$ cat src/rtl/mult4u_share_arb_pkg.sv
// Shared widths, pipeline stage records and Booth digit encoding for mult4u_share_arb.
package mult4u_share_arb_pkg;

  localparam int unsigned OP_W     = 4;
  localparam int unsigned PROD_W   = 8;
  localparam int unsigned ID_MAX_W = 3;

  typedef struct packed {
    logic                valid;
    logic [ID_MAX_W-1:0] id;
    logic [OP_W-1:0]     mcand;
    logic [OP_W-1:0]     mplier;
  } s1_stage_t;

  typedef struct packed {
    logic                valid;
    logic [ID_MAX_W-1:0] id;
    logic [PROD_W-1:0]   product;
  } s2_stage_t;

  typedef enum logic [2:0] {
    BOOTH_ZERO,
    BOOTH_P1,
    BOOTH_P2,
    BOOTH_M1,
    BOOTH_M2
  } booth_digit_e;

  // Radix-4 Booth recoding of the triplet {b(2k+1), b(2k), b(2k-1)}.
  function automatic booth_digit_e booth_encode(input logic [2:0] trip);
    booth_digit_e d;
    case (trip)
      3'b001, 3'b010: d = BOOTH_P1;
      3'b011:         d = BOOTH_P2;
      3'b100:         d = BOOTH_M2;
      3'b101, 3'b110: d = BOOTH_M1;
      default:        d = BOOTH_ZERO;
    endcase
    return d;
  endfunction

endpackage

$ cat src/rtl/mult4u_booth4_sklansky.sv
// Combinational 4x4 unsigned multiplier: radix-4 Booth partial products summed with Sklansky prefix adders.
module mult4u_booth4_sklansky
  import mult4u_share_arb_pkg::*;
(
  input  logic [OP_W-1:0]   mcand_i,
  input  logic [OP_W-1:0]   mplier_i,
  output logic [PROD_W-1:0] product_o
);

  localparam int unsigned NUM_PP = 3;
  localparam int unsigned LVLS   = $clog2(PROD_W);

  function automatic logic [PROD_W-1:0] sklansky_add(input logic [PROD_W-1:0] x,
                                                    input logic [PROD_W-1:0] y);
    logic [PROD_W-1:0] g;
    logic [PROD_W-1:0] p;
    int unsigned       j;
    g = x & y;
    p = x ^ y;
    j = 0;
    // Node j always has bit l clear, so it is never rewritten in the same level.
    for (int unsigned l = 0; l < LVLS; l++) begin
      for (int unsigned i = 0; i < PROD_W; i++) begin
        if (((i >> l) & 1) == 1) begin
          j    = ((i >> (l + 1)) << (l + 1)) + (1 << l) - 1;
          g[i] = g[i] | (p[i] & g[j]);
          p[i] = p[i] & p[j];
        end
      end
    end
    return (x ^ y) ^ {g[PROD_W-2:0], 1'b0};
  endfunction

  logic [6:0]        mplier_ext;
  logic [PROD_W-1:0] pp [NUM_PP];
  logic [PROD_W-1:0] sum01;

  assign mplier_ext = {2'b00, mplier_i, 1'b0};

  always_comb begin
    booth_digit_e      d;
    logic [PROD_W-1:0] mag;
    logic [PROD_W-1:0] val;
    d   = BOOTH_ZERO;
    mag = '0;
    val = '0;
    for (int unsigned k = 0; k < NUM_PP; k++) begin
      d   = booth_encode(mplier_ext[2*k +: 3]);
      mag = (d == BOOTH_P2 || d == BOOTH_M2) ? {3'b000, mcand_i, 1'b0}
                                             : {4'b0000, mcand_i};
      case (d)
        BOOTH_P1, BOOTH_P2: val = mag;
        BOOTH_M1, BOOTH_M2: val = ~mag + 8'd1;
        default:            val = '0;
      endcase
      pp[k] = val << (2 * k);
    end
  end

  assign sum01     = sklansky_add(pp[0], pp[1]);
  assign product_o = sklansky_add(sum01, pp[2]);

endmodule

$ cat src/rtl/mult4u_share_arb.sv
// NUM_REQ requesters share one 4x4 multiplier through a two-stage valid/ready pipeline.
// Define MULT4U_SHARE_ARB_FIXED_PRIO_EN for lowest-index-wins arbitration instead of round-robin.
module mult4u_share_arb
  import mult4u_share_arb_pkg::*;
#(
  parameter  int unsigned NUM_REQ = 4,
  localparam int unsigned ID_W    = $clog2(NUM_REQ)
) (
  input  logic                    clk,
  input  logic                    rst_n,
  input  logic [NUM_REQ-1:0]      req_valid,
  output logic [NUM_REQ-1:0]      req_ready,
  input  logic [OP_W*NUM_REQ-1:0] req_multiplicand,
  input  logic [OP_W*NUM_REQ-1:0] req_multiplier,
  output logic                    out_valid,
  input  logic                    out_ready,
  output logic [PROD_W-1:0]       out_product,
  output logic [ID_W-1:0]         out_id,
  output logic [1:0]              occupancy
);

  s1_stage_t         s1_q, s1_d;
  s2_stage_t         s2_q, s2_d;
  logic              s1_adv, s2_adv;
  logic              any_req, accept;
  logic [NUM_REQ-1:0] grant;
  logic [ID_W-1:0]   gid;
  logic [ID_W-1:0]   search_start;
  logic [PROD_W-1:0] mult_p;

  assign s2_adv = !s2_q.valid | out_ready;
  assign s1_adv = !s1_q.valid | s2_adv;
  assign accept = any_req & s1_adv & rst_n;

`ifdef MULT4U_SHARE_ARB_FIXED_PRIO_EN
  assign search_start = '0;
`else
  logic [ID_W-1:0] rr_q, rr_d;

  always_comb begin
    rr_d = rr_q;
    if (accept) begin
      rr_d = (gid == ID_W'(NUM_REQ - 1)) ? '0 : gid + 1'b1;
    end
  end

  always_ff @(posedge clk or negedge rst_n) begin
    if (!rst_n) rr_q <= '0;
    else        rr_q <= rr_d;
  end

  assign search_start = rr_q;
`endif

  always_comb begin
    int unsigned idx;
    idx     = 0;
    any_req = 1'b0;
    gid     = '0;
    grant   = '0;
    for (int unsigned k = 0; k < NUM_REQ; k++) begin
      idx = (int'(search_start) + k) % NUM_REQ;
      if (!any_req && req_valid[idx]) begin
        any_req = 1'b1;
        gid     = ID_W'(idx);
      end
    end
    for (int unsigned i = 0; i < NUM_REQ; i++) begin
      grant[i] = any_req && (gid == ID_W'(i));
    end
  end

  // Gated by rst_n so no requester sees an accept while reset is held.
  assign req_ready = grant & {NUM_REQ{s1_adv & rst_n}};

  always_comb begin
    s1_d = s1_q;
    if (s1_adv) begin
      s1_d.valid = accept;
      if (accept) begin
        s1_d.id     = ID_MAX_W'(gid);
        s1_d.mcand  = req_multiplicand[int'(gid)*OP_W +: OP_W];
        s1_d.mplier = req_multiplier[int'(gid)*OP_W +: OP_W];
      end
    end
  end

  mult4u_booth4_sklansky u_mult (
    .mcand_i   (s1_q.mcand),
    .mplier_i  (s1_q.mplier),
    .product_o (mult_p)
  );

  always_comb begin
    s2_d = s2_q;
    if (s2_adv) begin
      s2_d.valid = s1_q.valid;
      if (s1_q.valid) begin
        s2_d.id      = s1_q.id;
        s2_d.product = mult_p;
      end
    end
  end

  always_ff @(posedge clk or negedge rst_n) begin
    if (!rst_n) begin
      s1_q <= '0;
      s2_q <= '0;
    end else begin
      s1_q <= s1_d;
      s2_q <= s2_d;
    end
  end

  assign out_valid   = s2_q.valid;
  assign out_product = s2_q.product;
  assign out_id      = s2_q.id[ID_W-1:0];
  assign occupancy   = {1'b0, s1_q.valid} + {1'b0, s2_q.valid};

endmodule

$ cat config.mk
export PLATFORM = sky130hd
export DESIGN_NAME = mult4u_share_arb
export DESIGN_NICKNAME = d
export VERILOG_FILES = /design/src/rtl/mult4u_share_arb_pkg.sv /design/src/rtl/mult4u_booth4_sklansky.sv /design/src/rtl/mult4u_share_arb.sv
export SDC_FILE = /design/constraint.sdc
export NUM_CORES = 1
export LEC_CHECK = 0
export BUFFER_PORTS_ARGS = -buffer_cell sky130_fd_sc_hd__buf_2
export CAP_MARGIN = 20
export CORE_ASPECT_RATIO = 1.25
export CORE_MARGIN = 2
export CORE_UTILIZATION = 45
export CTS_CLUSTER_DIAMETER = 80
export DETAILED_ROUTE_END_ITERATION = 10
export GPL_TIMING_DRIVEN = 0
export PLACE_DENSITY = 0.67
export SYNTH_ARGS = -nofsm -noshare
export SYNTH_HDL_FRONTEND = slang
export SYNTH_SLANG_ARGS = --single-unit
$ cat constraint.sdc
create_clock -name clk -period 10.85 [get_ports clk]
set_clock_uncertainty 0.15 [all_clocks]
set_input_delay 2.17 -clock clk [delete_from_list [all_inputs] [get_ports clk]]
set_output_delay 2.17 -clock clk [all_outputs]
set_load 0.02 [all_outputs]
==> results of run 1 <==
## layout make-up
type | instances | area share, %
Tap cell | 58 | 2.99
Timing Repair Buffer | 55 | 11.4
Clock buffer | 3 | 1.70
Inverter | 9 | 1.39
Buffer | 14 | 3.36
Sequential cell | 24 | 24.8
Multi-Input combinational cell | 179 | 53.2
Clock inverter | 1 | 1.24
## flip-flops by register name, indices dropped and copies added, names as in the netlist
register / flops
out_id: 2
out_product: 8
out_valid: 1
rr_q: 2
s1_q: 11
## path summary, 6_finish.rpt
check / start / to / slack [ns] / cells after the start
max in group asynchronous: rst_n / s1_q[6] / 8.44 / 1
worst max register to register: s1_q[5] / out_product[7] / 6.50 / 19
worst min-delay path: out_product[3] / out_product[3] / 0.33 / 2
worst max-delay path: rst_n / req_ready[1] / 4.77 / 5
worst min register to register: out_product[3] / out_product[3] / 0.33 / 2
min in group asynchronous: rst_n / out_valid / 1.73 / 1
## critical path: stages
cell and delay (ns):
buf_2 0.45, o41ai_1 0.24, a21oi_1 0.52, and2_1 0.21
buf_2 0.16
## cells by family (layout without fill, tap and decap cells)
| group | Yosys count | after routing | synth area share, % |
|---|---|---|---|
| flops | 24 | 24 | 30.0 |
| mux | 25 | 25 | 12.8 |
| fa+ha+maj | 16 | 16 | 11.5 |
| simple gates | 77 | 77 | 18.5 |
| compound gates | 54 | 54 | 17.8 |
| xor+xnor | 7 | 7 | 3.75 |
| buf+inv | 23 | 82 | 5.74 |
## power by group
part | switching (mW) | total [mW] | internal [mW]
sequential | 0.0245 | 0.152 | 0.127
combinational | 0.271 | 0.482 | 0.211
clock | 0.0305 | 0.0799 | 0.0493
total | 0.326 | 0.714 | 0.388
## placed cells by master, fill, tap and decap left out, types with 2 or more instances in the layout
cell,instances
a21o_1,2
a21oi_1,13
a31oi_1,4
and2_1,8
buf_1,2
buf_2,59
clkbuf_1,6
clkbuf_8,3
dfrtp_1,24
fa_1,4
ha_1,12
inv_1,8
mux2_2,5
mux2i_1,20
nand2_1,31
nand2b_1,7
nand3_1,2
nor2_1,15
nor2b_1,3
nor3_1,2
nor3b_1,2
o21ai_0,13
o221ai_1,8
or3_1,2
xnor2_1,2
xor2_1,4
## metrics by stage
stage,worst slack [ns],utilization (%),hold WS (ns),area [um^2]
global route,4.52,55.6,0.355,2420
finish,4.77,55.6,0.329,2420
global placement,4.71,54.0,0.307,2350
CTS,4.68,55.6,0.336,2420
floorplan,5.26,-,0.293,2000
detailed placement,4.70,54.0,0.316,2350
## routing by layer
metal  vias up  wire [um]  part of all wire, %
li1        919          -                    -
met3         2        197                  4.5
met1       816       1910                   44
met4         0         36                 0.82
met5         -          0                    0
met2        57       2240                   51
==> results.cfg, run 1 <==
[outcome]
status = complete, no violations

[logic_synthesis]
syn_nets = 281
synth_warnings = 0
synth_top_area_cell = dfrtp_1
async_reset_ff_share_pct = 100
synth_area_leaders = dfrtp_1, mux2i_1, ha_1, nand2_1, fa_1
ys_seq_elements = 24
synth_cell_type_count = 48
yosysSeqAreaShare_pct = 30.0
synth_common_cells = nand2_1, dfrtp_1, mux2i_1
ys.flop_type = dfrtp_1
synthCells = 226
synth.most_common_cell = nand2_1
syn_area_per_cell_um2 = 8.87
synth_edf_count = 0
yosysTopAreaCellShare_pct = 30.0
synth_area_um2 = 2000

[sta]
period_share_pct = 56.0
rsz0062_at_grt = no
maxSlewViolCount = 0
slew_headroom_pct = 60.6
finalSetupTns_ns = 0
period_minus_slack_ns = 6.08
fmax_mhz = 164
setup_violations = 0
finalHoldViolCount = 0
tightestPinTransition_ns = 0.591

[place]
dp_cells = 339
gp_congestion = 0.887
place.port_buffers = 55
place_hpwl_um = 3470

[floorplanning]
num_io_pins = 56
std_cell_rows = 27
fp.coreArea_um2 = 4360
fp.dieW_um = 63.7
dieArea_um2 = 5010
die_h_um = 78.6
start_util_pct = 46.0

[detailed_routing]
via_per_inst = 5.23
drc = 0
drt_iter0_markers = 86
drt_wl_total_um = 4390
drtPass1Iterations = 4
vias = 1794
wire_per_inst_um = 12.8
ant_nets = 0

[power_and_ir_drop]
p_leak_nw = 1.22
p_per_area_nw_per_um2 = 295
peakVddDrop_mv = 0.107
finalPower_mw = 0.714

[global_routing]
grt_first_pass_wirelength_um = 7330
grt_max_degree = 26
use_met3_pct = 1.86
gr-usage-met1_pct = 21.4
busiest_layer = met2
gr-total-overflow = 0
gr-usage-met2_pct = 33.5
grt_pass1_vias = 1652
gr-usage-all-layers_pct = 18.2
antenna_found_initial = 0

[cts]
hold_buffers = 0
cts_root_buf = clkbuf_8
clk_latency_ns = 0.27
cts_inserted_buffers = 3
cts-resized-gates = 0
post_cts_buffers = 0
tritoncts = yes
clk_pin_slew_worst_paths_ns = 0.09
clock-sinks = 24
cts_buffer_depth = 2
htree_levels = 1

[finish]
fillers = 433
multi_input_area_um2 = 1290
diodes = 0
ff_latch_area_um2 = 601
drive_gt1_share_pct = 26.0
instances_no_fill = 343
syn2layout_area_growth_pct = 20.9
final_nets = 341

[worst_setup_path]
crit_path_start_kind = primary input
cp_data_arrival_time_ns = 3.76
cp-end-kind = primary output
path_class = primary input to primary output
cp.required_ns = 8.53
critical_path.max_fanout = 25

[worst_hold_path]
min_path_type = flop to flop

[flow_run]
drv_cap = 0
Note: power is estimated with default switching activity, not from simulation.
==> inputs of run 2 (changes only) <==
--- a/config.mk
+++ b/config.mk
@@ -13,7 +13,7 @@
 export CTS_CLUSTER_DIAMETER = 80
 export DETAILED_ROUTE_END_ITERATION = 10
 export GPL_TIMING_DRIVEN = 0
-export PLACE_DENSITY = 0.67
+export PLACE_DENSITY = 0.7
 export SYNTH_ARGS = -nofsm -noshare
 export SYNTH_HDL_FRONTEND = slang
 export SYNTH_SLANG_ARGS = --single-unit
==> constraint.sdc (replaced) <==
create_clock -name clk -period 5.3 [get_ports clk]
set_clock_uncertainty 0.15 [all_clocks]
set_input_delay 1.06 -clock clk [delete_from_list [all_inputs] [get_ports clk]]
set_output_delay 1.06 -clock clk [all_outputs]
set_load 0.02 [all_outputs]
==> results.cfg, run 2 (same netlist as run 1, synthesis figures left out) <==
[outcome]
status = complete, no violations

[sta]
maxSlewViolCount = 0
hold_slack_ns = 0.331
period_share_pct = 83.7
rsz0062_at_grt = no
finalSetupTns_ns = 0
setup_violations = 0
fmax_mhz = 225
tightestPinTransition_ns = 0.560
finalHoldViolCount = 0
slew_headroom_pct = 62.6
period_minus_slack_ns = 4.43

[detailed_routing]
drc = 0
ant_nets = 0
via_per_inst = 5.29
vias = 1813
wire_per_inst_um = 13.0
drt_iter0_markers = 67
drtPass1Iterations = 4
drt_wl_total_um = 4450

[worst_setup_path]
r2r-start = s1_q[5]
crit_slowest_cell = buf_1
reg2reg_slack_ns = 0.87
r2r_end = out_product[7]
path_cells = buf_2, buf_1, mux2i_1, ha_1, xor2_1, nor2_1, a21oi_1, o21ai_0, ha_1, inv_1, fa_1, inv_1, fa_1, ha_1, fa_1, inv_1, fa_1, xnor3_1, o21ai_1
critical_path.max_fanout = 10
cp_data_arrival_time_ns = 4.49
rr_worst_depth = 19
crit_top_cell = fa_1
crit_path_start_kind = flop
cp-end-kind = flop
max_stage_delay_ns = 0.42
cp.required_ns = 5.36
path_class = flop to flop

[worst_hold_path]
hold-path-cell-count = 2
hold_path_end = out_product[6]
min_path_type = flop to flop
min_from = out_product[6]

[cts]
post_cts_buffers = 0
clock-sinks = 24
clk_pin_slew_worst_paths_ns = 0.09
tritoncts = yes
cts_inserted_buffers = 3
htree_levels = 1
hold_buffers = 0
cts_root_buf = clkbuf_8
cts_buffer_depth = 2
cts-resized-gates = 0
clk_latency_ns = 0.27

[floorplanning]
fp.dieW_um = 63.7
start_util_pct = 46.0
num_io_pins = 56
std_cell_rows = 27
dieArea_um2 = 5010
fp.coreArea_um2 = 4360
die_h_um = 78.6

[global_routing]
gr-usage-all-layers_pct = 18.8
busiest_layer = met2
gr-usage-met2_pct = 32.6
grt_max_degree = 26
antenna_found_initial = 0
grt_pass1_vias = 1655
grt_first_pass_wirelength_um = 7450
use_met3_pct = 2.58
gr-usage-met1_pct = 23.4
gr-total-overflow = 0

[place]
gp_congestion = 0.884
place_hpwl_um = 3500
place.port_buffers = 55

[finish]
final_nets = 341
fillers = 416
syn2layout_area_growth_pct = 20.9
layout_commonest_cell = buf_2
diodes = 0
max_flop_register = s1_q
largest_reg_flops = 11
layout_common_cells = buf_2, nand2_1, dfrtp_1, mux2i_1, nor2_1
drive_gt1_share_pct = 26.0

[power_and_ir_drop]
p_leak_nw = 1.22
peakVddDrop_mv = 0.210
p_per_area_nw_per_um2 = 607

[flow_run]
drv_cap = 0
run 2: cell counts in the layout (fill, tap and decap cells not counted):
No cell type changed its count.
run 2: report_power, final:
part,total (mW),internal (mW),switching (mW)
clock,0.165,0.101,0.0634
combinational,0.997,0.434,0.563
sequential,0.310,0.261,0.0492
run 2: per-layer routing:
layer | share of wire (%) | vias to the layer above
met5 | 0 | -
met4 | 1.1 | 0
met3 | 4.2 | 4
met2 | 51 | 52
met1 | 44 | 840
li1 | - | 917
run 2: worst max-delay path by stage:
stage | start | depth (start not counted) | to
finish | s1_q[5] | 19 | out_product[7]
global route | s1_q[5] | 19 | out_product[7]
CTS | s1_q[5] | 19 | out_product[7]
detailed placement | s1_q[5] | 19 | out_product[7]
global placement | s1_q[5] | 19 | out_product[7]
floorplan | s1_q[5] | 19 | out_product[7]
run 2: worst max-delay path, delay by kind of cell (launching register included):
family                   cells  cell delay, ns
adder cells (fa/ha/maj)      7            1.94
XOR/XNOR                     2            0.54
buffers and inverters        5            0.82
AND/OR/NAND/NOR              1            0.09
multiplexers                 1            0.15
flip-flops                   1            0.32
AO/OA/AOI/OAI                3            0.34
run 2: layout make-up:
class	count	area (um^2)	share of cell area, %
buffer	14	81.3	3.36
clock buffer	3	41.3	1.70
clock inverter	1	30.0	1.24
inverter	9	33.8	1.39
multi-input combinational	179	1290	53.2
sequential	24	601	24.8
tap	58	72.6	2.99
timing repair buffer	55	275	11.4
run 2: metrics by stage:
| step | setup WS (ns) | utilization, % | cell area [um^2] | power, mW | cells |
|---|---|---|---|---|---|
| global route | 0.573 | 55.6 | 2420 | 1.62 | 343 |
| floorplan | 1.30 | - | 2000 | 1.08 | 226 |
| detailed placement | 0.906 | 54.0 | 2350 | 1.32 | 339 |
| CTS | 0.879 | 55.6 | 2420 | 1.49 | 343 |
| finish | 0.865 | 55.6 | 2420 | 1.47 | 343 |
| global placement | 0.961 | 54.0 | 2350 | 1.29 | 339 |
